$ cat src/rtl/muldiv_unit.sv
// muldiv_unit: fixed-latency shift/add multiply and restoring divide.
// Define MULDIV_SIGNED_EN to enable two's-complement ops via op[2].
module muldiv_unit #(
    parameter int DATA_W = 16,
    parameter int ADR_W  = 3
) (
    input  logic              clk,
    input  logic              reset,
    input  logic              start,
    input  logic [2:0]        op,
    input  logic [DATA_W-1:0] R,
    input  logic [DATA_W-1:0] S,
    input  logic [ADR_W-1:0]  dst_adr,
    output logic              busy,
    output logic              we,
    output logic [ADR_W-1:0]  W_Adr,
    output logic [DATA_W-1:0] W,
    output logic              zf,
    output logic              nf
);

    localparam int CNT_W = $clog2(DATA_W);

    typedef enum logic [1:0] {
        IDLE,
        CALC,
        WRITE
    } state_t;

    state_t state, state_nxt;

    logic [CNT_W-1:0]    cnt_q;
    logic [DATA_W-1:0]   a_q, b_q;
    logic [DATA_W-1:0]   hi_q, lo_q;
    logic [DATA_W-1:0]   hi_nxt, lo_nxt;
    logic [1:0]          op_q;
    logic [ADR_W-1:0]    adr_q;
    logic                last;
    logic                accept;
    logic [DATA_W-1:0]   r_mag, s_mag;
    logic [DATA_W:0]     mul_sum;
    logic [DATA_W:0]     div_tmp;
    logic                div_ge;
    logic [DATA_W-1:0]   div_dif;
    logic [2*DATA_W-1:0] prod;
    logic [DATA_W-1:0]   quo, rem;
    logic [DATA_W-1:0]   res;

    assign last   = (cnt_q == CNT_W'(DATA_W - 1));
    assign accept = (state == IDLE) && start;

`ifdef MULDIV_SIGNED_EN
    logic r_sgn, s_sgn;
    logic neg_q, neg_r, dz_q;

    assign r_sgn = op[2] & R[DATA_W-1];
    assign s_sgn = op[2] & S[DATA_W-1];
    assign r_mag = r_sgn ? -R : R;
    assign s_mag = s_sgn ? -S : S;

    // Result sign flags captured with the operands at accept.
    always_ff @(posedge clk or posedge reset) begin
        if (reset) begin
            neg_q <= 1'b0;
            neg_r <= 1'b0;
            dz_q  <= 1'b0;
        end else if (accept) begin
            neg_q <= r_sgn ^ s_sgn;
            neg_r <= r_sgn;
            dz_q  <= (S == '0);
        end
    end
`else
    logic unused_op2;

    assign unused_op2 = op[2];
    assign r_mag      = R;
    assign s_mag      = S;
`endif

    // State register.
    always_ff @(posedge clk or posedge reset) begin
        if (reset) begin
            state <= IDLE;
        end else begin
            state <= state_nxt;
        end
    end

    // Next-state decode; busy and we follow the registered state.
    always_comb begin
        state_nxt = state;
        busy      = 1'b0;
        we        = 1'b0;
        unique case (state)
            IDLE: begin
                if (start) begin
                    state_nxt = CALC;
                end
            end
            CALC: begin
                busy = 1'b1;
                if (last) begin
                    state_nxt = WRITE;
                end
            end
            WRITE: begin
                busy      = 1'b1;
                we        = 1'b1;
                state_nxt = IDLE;
            end
            default: state_nxt = IDLE;
        endcase
    end

    // One iteration: hi/lo hold product or remainder/quotient.
    always_comb begin
        mul_sum = {1'b0, hi_q} + (lo_q[0] ? {1'b0, a_q} : '0);
        div_tmp = {hi_q, lo_q[DATA_W-1]};
        div_ge  = (div_tmp >= {1'b0, b_q});
        div_dif = div_tmp[DATA_W-1:0] - b_q;
        if (op_q[1]) begin
            hi_nxt = div_ge ? div_dif : div_tmp[DATA_W-1:0];
            lo_nxt = {lo_q[DATA_W-2:0], div_ge};
        end else begin
            hi_nxt = mul_sum[DATA_W:1];
            lo_nxt = {mul_sum[0], lo_q[DATA_W-1:1]};
        end
    end

    // Final result selection from the last iteration's outputs.
    always_comb begin
        prod = {hi_nxt, lo_nxt};
        quo  = lo_nxt;
        rem  = hi_nxt;
`ifdef MULDIV_SIGNED_EN
        if (neg_q) begin
            prod = -prod;
        end
        if (neg_q && !dz_q) begin
            quo = -quo;
        end
        if (neg_r) begin
            rem = -rem;
        end
`endif
        unique case (op_q)
            2'b00:   res = prod[DATA_W-1:0];
            2'b01:   res = prod[2*DATA_W-1:DATA_W];
            2'b10:   res = quo;
            default: res = rem;
        endcase
    end

    // Operand capture, iteration registers and write-port outputs.
    always_ff @(posedge clk or posedge reset) begin
        if (reset) begin
            cnt_q <= '0;
            a_q   <= '0;
            b_q   <= '0;
            hi_q  <= '0;
            lo_q  <= '0;
            op_q  <= '0;
            adr_q <= '0;
            W     <= '0;
            W_Adr <= '0;
            zf    <= 1'b0;
            nf    <= 1'b0;
        end else begin
            unique case (state)
                IDLE: begin
                    if (start) begin
                        a_q   <= r_mag;
                        b_q   <= s_mag;
                        hi_q  <= '0;
                        lo_q  <= op[1] ? r_mag : s_mag;
                        op_q  <= op[1:0];
                        adr_q <= dst_adr;
                        cnt_q <= '0;
                    end
                end
                CALC: begin
                    hi_q  <= hi_nxt;
                    lo_q  <= lo_nxt;
                    cnt_q <= cnt_q + 1'b1;
                    if (last) begin
                        W     <= res;
                        W_Adr <= adr_q;
                        zf    <= (res == '0);
                        nf    <= res[DATA_W-1];
                    end
                end
                default: begin
                end
            endcase
        end
    end

endmodule

$ cat config.mk
export PLATFORM = sky130hd
export DESIGN_NAME = muldiv_unit
export DESIGN_NICKNAME = d
export VERILOG_FILES = /design/src/rtl/muldiv_unit.sv
export SDC_FILE = /design/constraint.sdc
export NUM_CORES = 1
export LEC_CHECK = 0
export ABC_AREA = 1
export CAP_MARGIN = 20
export CORE_MARGIN = 4
export CORE_UTILIZATION = 25
export CTS_CLUSTER_DIAMETER = 60
export DETAILED_ROUTE_END_ITERATION = 10
export GPL_TIMING_DRIVEN = 0
export HOLD_SLACK_MARGIN = 0.06
export PLACE_DENSITY = 0.42
export SLEW_MARGIN = 40
export SYNTH_ARGS = -nofsm -noshare
export SYNTH_HDL_FRONTEND = slang
export SYNTH_SLANG_ARGS = --single-unit
$ cat constraint.sdc
create_clock -name clk -period 3.1 [get_ports clk]
set_input_delay 0.31 -clock clk [delete_from_list [all_inputs] [get_ports clk]]
set_output_delay 0.31 -clock clk [all_outputs]
set_load 0.005 [all_outputs]
## Yosys cells after proc, flatten, opt, wreduce, memory -nomap -nowiden

Cells that the tools add are included.

- Reduce and logical (&&, ||, !) cells: 10
- Magnitude comparators: 1
- Add/sub/neg operators: 3
- Muxes and demuxes: 17
- Equality and inequality tests: 6

Operators by type and width:

| kind | count |
|---|---|
| 2-to-1 mux 16 bit | 8 |
| case mux 16 bit (2 select lines) | 2 |
| adder 16 x 16 -> 17 bit | 1 |
| greater-or-equal comparator 17 x 16 -> 1 bit | 1 |
| logical NOT 16 bit | 1 |
| subtractor 16 bit | 1 |
| case mux 4 bit (2 select lines) | 1 |
| AND reduction 2 bit | 4 |
| adder 4 x 1 -> 4 bit (second input constant) | 1 |
| equality test 2 bit (second input constant) | 2 |
| equality test 4 bit (second input constant) | 1 |
| logical NOT 2 bit | 2 |
| 2-to-1 mux 2 bit | 2 |
| 2-to-1 mux 4 bit | 1 |
| != test 2 bit (second input constant) | 2 |
| case mux 2 bit (2 select lines) | 1 |
| OR reduction 2 bit | 2 |
| equality test 2 x 1 -> 1 bit (second input constant) | 1 |
| 2-to-1 mux 1 bit | 2 |
| nonzero test 2 bit | 1 |

- Bits in registers: 96
- Output and inout port bits: 23
- Word-level logic and storage cells: 49
- Input bits: 41

## Depth between registers and ports, before layout

Gate-level depths: netlist of the first run.

- Depth after elaboration: 5
- Mapped depth: 23
- Depth with buffers taken out: 21

## Worst setup path before layout of the first run

OpenSTA, ideal clock, no wires.

- Kind: reg-to-reg
- Start point: register lo_q[0]
- End point: register zf
- Buffers on the path: 2
- Data required time: 2984 ps
- Cell stages (with the launch flop): 24
- Library setup time: 116 ps
- Setup slack: 414 ps
- Clock period less this slack: 2686 ps
- Arrival: 2570 ps
- Cell sequence: dfrtp_1 > clkbuf_1 > buf_1 > nand2_1 > inv_1 > ha_1 > inv_1 > fa_1 > inv_1 > nand3_1 > nand3_1 > nand2_1 > nand2_1 > nand2_1 > nand3_1 > nor2_1 > nor2_1 > nand2_1 > nand3_1 > nand2_1 > nand3_1 > nor2_1 > nand2_1 > nand2_1

- Longest elaborated chain between the ends: 5
- Elaborated cells between the ends (all ways): 6
- Classes of those cells: add/sub (1); mux (4); reduce/logical (1)

Ends and longest elaborated chain:

| element | line | text |
|---|---|---|
| start: declaration | 34 | `logic [DATA_W-1:0] hi_q, lo_q;` |
| start signal: assignment | 176 | `lo_q <= op[1] ? r_mag : s_mag;` |
| start signal: assignment | 184 | `lo_q <= lo_nxt;` |
| 2-to-1 mux 16 bit | 118 | `mul_sum = {1'b0, hi_q} + (lo_q[0] ? {1'b0, a_q} : '0);` |
| adder 16 x 16 -> 17 bit | 118 |  |
| 2-to-1 mux 16 bit | 122 | `if (op_q[1]) begin` |
| 2-to-1 mux 16 bit * | 147 | `unique case (op_q)` |
| logical NOT 16 bit * | 189 | `zf <= (res == '0);` |
| end signal: assignment | 189 |  |
| end: declaration | 18 | `output logic zf,` |

Mark *: on every way between the ends. The rest lies on a longest branch, timed or not.
A chain may end at the register's enable or synchronous reset.

## Worst setup path in the final report of the first run

- Start point: register b_q[12]
- End point: register zf

- Longest elaborated chain between the ends: 5
- Elaborated cells between the ends (all ways): 7
- Classes of those cells: add/sub (1); order compare (1); mux (4); reduce/logical (1)

Ends and longest elaborated chain:

| element | line | text |
|---|---|---|
| start: declaration | 33 | `logic [DATA_W-1:0] a_q, b_q;` |
| start signal: assignment | 174 | `b_q <= s_mag;` |
| subtractor 16 bit or greater-or-equal comparator 17 x 16 -> 1 bit (tied branches) | 121, 120 |  |
| 2-to-1 mux 16 bit | 123 | `hi_nxt = div_ge ? div_dif : div_tmp[DATA_W-1:0];` |
| 2-to-1 mux 16 bit | 122 |  |
| 2-to-1 mux 16 bit * | 147 |  |
| logical NOT 16 bit * | 189 |  |

Marked as above.

==> impl_metrics.ini, run 1 <==
[layout]
final_cell_mix = 363 x nand2_1, 118 x inv_1, 94 x dfrtp_1, 72 x nand3_1, 62 x clkdlybuf4s50_1
drive_gt1_share_pct = 5.32
fin_area_um2 = 8150
nets = 1146
finalNonFillerCells = 1407
insertedDiodeCount = 0
area_delta_synth_final_pct = 21.5
fin_util_pct = 31.1
final_common_cell = nand2_1

[global_routing]
grt_pass1_wl_um = 39400
grt_usage_pct = 17.8
overflow = 0
antenna_found_initial = 0
grt_pass1_vias = 6607
grt_max_degree = 51

[logic_synthesis]
async_reset_ff_share_pct = 100
synth_top_family_by_area = simple AND/OR/NAND/NOR gates
syn-num-nets = 1071
synth_simple_gate_area_share_pct = 33.4
postSynthCellCount = 992
synthMuxAreaShare_pct = 0.896
ys_warn_count = 0
synth-xor-area-share_pct = 0.131
ys_seq_area_share_pct = 35.4
ys_ff_latch = 95
synth_fa_ha_area_share_pct = 7.31
synth-compound-area-share_pct = 13.2
synth_edf_count = 0
synthTopCellsByArea = dfrtp_1 35%, nand2_1 20%, inv_1 6.8%
syn_avg_cell_area_um2 = 6.76
syn_area_um2 = 6710
ys_types = 44
synth_flop_cell = dfrtp_1
post-synth-top-area-fraction_pct = 35.4
yosysTopAreaCell = dfrtp_1

[critical_path]
worst-path-max-fanout = 10
critPathLaunch = b_q[12]$_DFFE_PP0P_
worst-r2r-cell-count = 20
crit_type = flip-flop to flip-flop
r2r_start = b_q[12]$_DFFE_PP0P_
rrSetupSlack_ps = 280
crit_path_start_kind = flip-flop
end_kind = flip-flop
arrival_ps = 3120
worstPathRequired_ps = 3400

[routing]
first_pass_iters = 5
drtIter0Drc = 431
vias = 6641
routed_wl_um = 25700
via_per_inst = 4.72
routedWlPerCell_um = 18.3
drcViolationCount = 0
ant_nets = 0

[sta]
grt_setup_unrepaired = no
worstMarginPinSlew_ps = 789
fin_crit_ps = 2820
max_freq_ghz = 0.354
slew_violations = 0
slew_headroom_pct = 47.4
setup_violations = 0
hold_violations = 0
hold_ws_ps = 340
timing.final.crit_share_pct = 91.1
fin_skew_ps = 6.38

[clock_tree]
clock_latency_ps = 360
cts_buffer_depth = 2
clockRootBuffer = clkbuf_16
cts_max_level = 3
clkTransAtPathRegs_ps = 70
holdBufCountCts = 0
clock_sinks = 95
tritoncts = built
cts_buffers = 9

[placed_design]
placed_cells = 1390
port_buffers = 62
place_area_um2 = 7780
gp_congestion = 0.884
place_hpwl_um = 20800

[power]
cellLeakagePower_nw = 4.21
powerDensity_nw_per_um2 = 1050
vdd_drop_max_mv = 0.340

[job]
timing.max_cap.violations = 0

[outcome]
run_status = finished, final reports clean

[floorplan]
dieArea_um2 = 29500
ios = 64
die_x_um = 172
core_area_um2 = 26200
die_h_um = 172
rows = 59
start_util_pct = 25.6

[hold_path]
hold_class = primary input to asynchronous set/reset pin
[path summary, 6_finish.rpt]
kind / end
max: zf$_DFFE_PP0P_
min: state[1]$_DFFE_PP0P_
max reg2reg: zf$_DFFE_PP0P_
min reg2reg: W_Adr[1]$_DFFE_PP0P_
max in group asynchronous: hi_q[10]$_DFFE_PP0P_
min in group clk: W_Adr[1]$_DFFE_PP0P_
[Yosys cell counts (4+ instances only)]
library cell	instances
a21o_1	5
nand4_1	22
mux2i_1	6
a31oi_1	5
o21ai_0	58
a21oi_1	38
nor3_1	5
clkbuf_1	28
a22o_1	6
o211ai_1	13
o22ai_1	4
o221ai_1	6
nand2_1	365
ha_1	36
o21bai_1	4
dfrtp_1	95
nor2_1	59
nand3_1	73
inv_2	6
inv_1	121
[state kept, by name, indices dropped and copies added, names as in the netlist]
| register | cells |
|---|---|
| b_q | 16 |
| W_Adr | 3 |
| state | 2 |
| op_q | 2 |
| a_q | 16 |
| zf | 1 |
| hi_q | 16 |
| adr_q | 3 |
| W | 16 |
| lo_q | 16 |
| cnt_q | 4 |
[critical path: stages, from the launching register on]
cell	delay [ps]
dfrtp_1	420
inv_1	90
ha_1	390
nand2_2	140
inv_2	40
nand2_1	60
nand2_1	60
inv_2	70
nor2_1	60
nor2_4	190
nand2_8	100
buf_6	170
nand2_1	90
nand4_1	160
nand2_1	220
nand2_1	70
nor2_1	140
nand2_1	70
nor2_1	110
nand2_1	70
nand2_1	50
[where the power goes]
part           switching (W)  internal [W]  total, W
sequential          0.000399       0.00169   0.00208
clock               0.000537      0.000713   0.00125
combinational        0.00355       0.00166   0.00521
total                0.00449       0.00406   0.00854
[repair_timing]
action | in CTS | in global routing
pin swaps | 0 | 1
setup buffers | 0 | 2
setup endpoints to repair | 10 | 20
resized for setup | 2 | 15
[kinds of logic (layout without fill, tap and decap cells)]
| group | count (synthesis) | in the layout |
|---|---|---|
| simple gates | 538 | 538 |
| buf+inv | 166 | 246 |
| compound gates | 148 | 148 |
| flops | 95 | 95 |
| fa+ha+maj | 38 | 38 |
| mux | 6 | 6 |
| xor+xnor | 1 | 1 |
[stage by stage]
step	worst slack (ps)	power (W)	TNS [ps]
after CTS	1.47	0.00853	0
after global routing	1.72	0.00936	0
after global placement	-1520	0.00724	-144770
after floorplan	313	0.00539	0
final	276	0.00854	0
after detailed placement	-397	0.00723	-1350
[layer usage]
layer / up-vias / GRT usage [%] / share of wire (%)
met3: 29 / 1.98 / 3.7
li1: 3371 / - / -
met5: - / 0 / 0
met1: 3110 / 25.5 / 49
met4: 0 / 5.26 / 2.2
met2: 131 / 28.2 / 45
[cell type report]
class                           count  area, um2
Tap cell                          335        419
Multi-Input combinational cell    731       3710
Timing Repair Buffer               65        663
Inverter                          129        492
Clock inverter                      7       95.1
Buffer                             36        165
Fill cell                        2887      18100
Sequential cell                    95       2380
Clock buffer                        9        225
(Power assumes the default switching activity.)
==> run 2, diff against run 1 <==
--- a/config.mk
+++ b/config.mk
@@ -12,7 +12,7 @@
 export CTS_CLUSTER_DIAMETER = 60
 export DETAILED_ROUTE_END_ITERATION = 10
 export GPL_TIMING_DRIVEN = 0
-export HOLD_SLACK_MARGIN = 0.06
+export HOLD_SLACK_MARGIN = 0.03
 export PLACE_DENSITY = 0.42
 export SLEW_MARGIN = 40
 export SYNTH_ARGS = -nofsm -noshare
==> constraint.sdc (replaced) <==
create_clock -name clk -period 2.82 [get_ports clk]
set_input_delay 0.282 -clock clk [delete_from_list [all_inputs] [get_ports clk]]
set_output_delay 0.282 -clock clk [all_outputs]
set_load 0.005 [all_outputs]
==> run 2 against run 1 <==
Effect of this change: sequential power up 11%; largest cell class unchanged; global-route usage about the same; maximum frequency up 1.9%; largest power group unchanged; register-to-register slack worse by 230 ps; count of clock-buffer cells in the layout unchanged; first-iteration DRC count down 3.0%; via count up 0.63%; sequential share of layout area down 0.36 points; critical path depth down 1; non-clock buffer count up 1; highest routed layer unchanged; hold slack worse by 28 ps.
==> impl_metrics.ini, run 2 (synthesized netlist as in run 1, its figures left out) <==
[outcome]
run_status = finished, final reports clean

[critical_path]
slowest_delay_ps = 490
worstPathRequired_ps = 3120
cp_cell_sequence = ha_2 > nand2_2 > inv_2 > nand2_1 > nand2_1 > inv_2 > nor2_1 > nor2_4 > nand2_8 > buf_6 > nand2_1 > nand4_1 > nand2_1 > nand2_1 > nor2_2 > nand2_1 > nor2_1 > nand2_1 > nand2_1
crit_family = simple AND/OR/NAND/NOR gates
crit_buf_inv = 3
path_common_cell = nand2_1
reg2reg_to = zf$_DFFE_PP0P_
cpMaxStageDelayCell = dfrtp_1
crit_path_start_kind = flip-flop
end_kind = flip-flop
worst-path-max-fanout = 10
crit_type = flip-flop to flip-flop
r2r_start = hi_q[11]$_DFFE_PP0P_
rrSetupSlack_ps = 50
arrival_ps = 3070
worst-r2r-cell-count = 19

[placed_design]
place_hpwl_um = 20800
port_buffers = 62
gp_congestion = 0.884
placed_cells = 1390

[routing]
via_per_inst = 4.75
drtIter0Drc = 418
drcViolationCount = 0
routedWlPerCell_um = 18.3
vias = 6683
routed_wl_um = 25800
first_pass_iters = 5
ant_nets = 0

[power]
cellLeakagePower_nw = 4.22
clkPwrFrac_pct = 14.4
powerDensity_nw_per_um2 = 1160
fin_total_pwr_w = 0.00956
vdd_drop_max_mv = 0.373
pwr-share-comb_pct = 61.5
seq_power_share_pct = 24.0
p_switching_w = 0.00502
p_int_w = 0.00455
sw_frac_of_total_pct = 52.5

[layout]
area_delta_synth_final_pct = 23.1
final_common_cell = nand2_1
finalNonFillerCells = 1408
nets = 1147
final_cell_mix = 357 x nand2_1, 116 x inv_1, 93 x dfrtp_1, 69 x nand3_1, 62 x clkdlybuf4s50_1
insertedDiodeCount = 0
nFillCells = 2878
drive_gt1_share_pct = 8.20
multiInputGateArea_um2 = 3800
regArea_um2 = 2380
fin_util_pct = 31.5

[sta]
fin_tns_setup_ps = 0
grt_setup_unrepaired = yes
worstMarginPinSlew_ps = 782
slew_violations = 0
setup_violations = 0
timing.final.crit_share_pct = 98.3
max_freq_ghz = 0.361
fin_skew_ps = 6.39
hold_ws_ps = 312
hold_violations = 0
slew_headroom_pct = 47.9
fin_crit_ps = 2770

[clock_tree]
holdBufCountCts = 0
clkTransAtPathRegs_ps = 70
tritoncts = built
clock_latency_ps = 360
cts_buffers = 9
cts_max_level = 3
clock_sinks = 95
clockRootBuffer = clkbuf_16
cts_buffer_depth = 2

[floorplan]
core_area_um2 = 26200
die_h_um = 172
start_util_pct = 25.6
rows = 59
die_x_um = 172
ios = 64
dieArea_um2 = 29500

[global_routing]
grt_pass1_vias = 6608
overflow = 0
grt_max_degree = 51
antenna_found_initial = 0
grt_pass1_wl_um = 39400
grt_usage_pct = 17.8

[hold_path]
hold_class = primary input to asynchronous set/reset pin

[job]
timing.max_cap.violations = 0
## run 2: per-layer routing
layer | up-vias | share of wire (%) | track usage [%]
met5 | - | 0 | 0
met4 | 0 | 2.2 | 5.26
met3 | 28 | 3.2 | 1.98
met2 | 129 | 45 | 28.2
met1 | 3156 | 50 | 25.6
li1 | 3370 | - | -
## run 2: how the worst max path moves through the flow
stage	start	cells past startpoint	end
6_report	hi_q[11]$_DFFE_PP0P_	19	zf$_DFFE_PP0P_
3_3_place_gp	reset	2	hi_q[0]$_DFFE_PP0P_
5_1_grt	lo_q[0]$_DFFE_PP0P_	20	zf$_DFFE_PP0P_
3_5_place_dp	lo_q[0]$_DFFE_PP0P_	22	zf$_DFFE_PP0P_
2_1_floorplan	reset	1	W[0]$_DFFE_PP0P_
4_1_cts	lo_q[0]$_DFFE_PP0P_	21	zf$_DFFE_PP0P_
## run 2: power by group through the flow
stage	clock network (W)	registers [W]	logic, W
floorplan	0	0.00211	0.00382
global placement	0	0.00229	0.00567
detailed placement	0	0.00229	0.00565
CTS	0.00142	0.00228	0.00571
global route	0.00147	0.00236	0.00662
finish	0.00138	0.00230	0.00588
## run 2: metrics by stage
stage	worst slack [ps]	instance area, um2
5_1_grt	-143	8250
2_1_floorplan	61.0	6710
6_report	48.7	8250
4_1_cts	-63.0	8120
3_3_place_gp	-1770	7750
3_5_place_dp	-677	7780
## run 2: layout make-up
type                            count  area share [%]
Tap cell                          335            5.08
Clock inverter                      7            1.15
Buffer                             36            2.02
Sequential cell                    95            28.8
Inverter                          129            6.02
Multi-Input combinational cell    731            46.1
Clock buffer                        9            2.73
Timing Repair Buffer               66            8.12
## run 2: timing repair
action,CTS,global route
pin swaps,0,4
resized for setup,8,42
buffers inserted,1,2
endpoints found under the setup margin,49,50
==> run 3, diff against run 2 <==
--- a/config.mk
+++ b/config.mk
@@ -8,13 +8,13 @@
 export ABC_AREA = 1
 export CAP_MARGIN = 20
 export CORE_MARGIN = 4
-export CORE_UTILIZATION = 25
+export CORE_UTILIZATION = 58
 export CTS_CLUSTER_DIAMETER = 60
 export DETAILED_ROUTE_END_ITERATION = 10
 export GPL_TIMING_DRIVEN = 0
 export HOLD_SLACK_MARGIN = 0.03
-export PLACE_DENSITY = 0.42
-export SLEW_MARGIN = 40
+export PLACE_DENSITY = 0.82
+export SLEW_MARGIN = 30
 export SYNTH_ARGS = -nofsm -noshare
 export SYNTH_HDL_FRONTEND = slang
 export SYNTH_SLANG_ARGS = --single-unit
==> run 3 against run 2 <==
Effect of this change: count of clock-buffer cells in the layout rose by 3; worst setup slack better by 110 ps; core utilization up 38 points; critical path type unchanged; maximum frequency is 4.0% higher; final area decreased by 4.1%.
==> impl_metrics.ini, run 3 (synthesized netlist as in run 1, its figures left out) <==
[outcome]
run_status = finished, final reports clean

[hold_path]
hold_class = primary input to asynchronous set/reset pin

[critical_path]
worst-path-max-fanout = 8
worstPathRequired_ps = 3100
path_common_cell = nand2_1
arrival_ps = 2950
crit_path_start_kind = flip-flop
slowest_delay_ps = 420
crit_type = flip-flop to flip-flop
cp_cell_sequence = buf_4 > nand2_1 > inv_1 > ha_2 > nand2_1 > nor2_1 > nand2_1 > nand2_1 > nand2_1 > nand2_1 > nand2_1 > nand3_1 > nand3_1 > nand2_1 > nand2_1 > nor2_1 > nand2_1 > nor2_1 > nand2_1 > nand2_1
cpMaxStageDelayCell = dfrtp_2
worst-r2r-cell-count = 20
end_kind = flip-flop

[floorplan]
core_area_um2 = 11400
ios = 64
start_util_pct = 59.0
die_x_um = 116
dieArea_um2 = 13300
die_h_um = 116
rows = 39

[clock_tree]
cts_max_level = 3
cts_buffers = 9
clock_latency_ps = 350
holdBufCountCts = 0
clkTransAtPathRegs_ps = 70
clockRootBuffer = clkbuf_16
cts_buffer_depth = 2
tritoncts = built
clock_sinks = 95

[sta]
setup_violations = 0
timing.final.crit_share_pct = 94.5
slew_violations = 0
worstMarginPinSlew_ps = 636
fin_tns_setup_ps = 0
grt_setup_unrepaired = yes
hold_ws_ps = 298
fin_skew_ps = 10.7
slew_headroom_pct = 57.6
max_freq_ghz = 0.375
fin_crit_ps = 2670
hold_violations = 0

[power]
powerDensity_nw_per_um2 = 1140
vdd_drop_max_mv = 0.587
fin_total_pwr_w = 0.00902
cellLeakagePower_nw = 4.18

[global_routing]
grt_max_degree = 61
grt_pass1_vias = 6562
antenna_found_initial = 0
grt_pass1_wl_um = 34200
overflow = 0
grt_usage_pct = 33.5

[routing]
via_per_inst = 5.80
routedWlPerCell_um = 17.7
routed_wl_um = 21600
drcViolationCount = 0
ant_nets = 0
vias = 7049
drtIter0Drc = 725
first_pass_iters = 7

[placed_design]
port_buffers = 62
placed_cells = 1198
gp_congestion = 0.968
place_hpwl_um = 16900

[layout]
finalNonFillerCells = 1215
fin_util_pct = 69.6
nFillCells = 1012
insertedDiodeCount = 0
area_delta_synth_final_pct = 18.0
drive_gt1_share_pct = 6.06
final_common_cell = nand2_1
final_cell_mix = 363 x nand2_1, 117 x inv_1, 94 x dfrtp_1, 70 x nand3_1, 62 x clkdlybuf4s50_1
nets = 1146

[job]
timing.max_cap.violations = 0
run 3: cell types whose count changed in the layout (fill, tap and decap cells not counted), sizes merged:
| cell | delta |
|---|---|
| buf | -1 |
| clkinv | -1 |
| inv | -2 |
| clkinvlp | +2 |
| bufinv | -2 |
| clkbuf | +3 |
run 3: through the flow:
stage	cell area [um2]	setup slack, ps
2_1_floorplan	6710	61.0
3_3_place_gp	7510	-1380
3_5_place_dp	7540	-502
4_1_cts	7840	4.71
5_1_grt	7920	-54.5
6_report	7920	155
run 3: report_power, final:
group / switching (W) / internal [W]
Combinational: 0.00373 / 0.00185
Sequential: 0.000415 / 0.00185
Clock: 0.000549 / 0.000625
Total: 0.00469 / 0.00433
run 3: critical path, delay by kind of cell, from the launching register on:
family / cells / cell delay, ps
AND/OR/NAND/NOR: 17 / 1550
flip-flops: 1 / 420
adder cells (fa/ha/maj): 1 / 380
buffers and inverters: 2 / 240
run 3: timing repair:
action / 4_1_cts / 5_1_grt
setup endpoints to repair: 18 / 28
gates resized for setup: 6 / 20
pin swaps: 0 / 1
setup buffers: 2 / 0
run 3: routing by layer:
metal / global-route usage, % / routed length [um]
met1: 46.5 / 9160
met2: 51.9 / 9550
met3: 5.90 / 1900
met4: 14.6 / 944
met5: 0 / 0
run 3: final timing paths:
kind	slack, ps	end	startpoint
max	150	zf$_DFFE_PP0P_	lo_q[0]$_DFFE_PP0P_
min	300	adr_q[0]$_DFFE_PP0P_	reset
max reg2reg	150	zf$_DFFE_PP0P_	lo_q[0]$_DFFE_PP0P_
min reg2reg	470	W_Adr[1]$_DFFE_PP0P_	W_Adr[1]$_DFFE_PP0P_
max in group asynchronous	1910	hi_q[9]$_DFFE_PP0P_	reset
min in group clk	470	adr_q[0]$_DFFE_PP0P_	dst_adr[0]
run 3: final cells by class:
| cell class | instances | area (um2) | area share [%] |
|---|---|---|---|
| Clock inverter | 4 | 31.3 | 0.395 |
| Timing Repair Buffer | 65 | 663 | 8.38 |
| Tap cell | 143 | 179 | 2.26 |
| Inverter | 129 | 489 | 6.18 |
| Multi-Input combinational cell | 731 | 3760 | 47.5 |
| Sequential cell | 95 | 2380 | 30.0 |
| Clock buffer | 12 | 246 | 3.11 |
| Buffer | 36 | 165 | 2.09 |
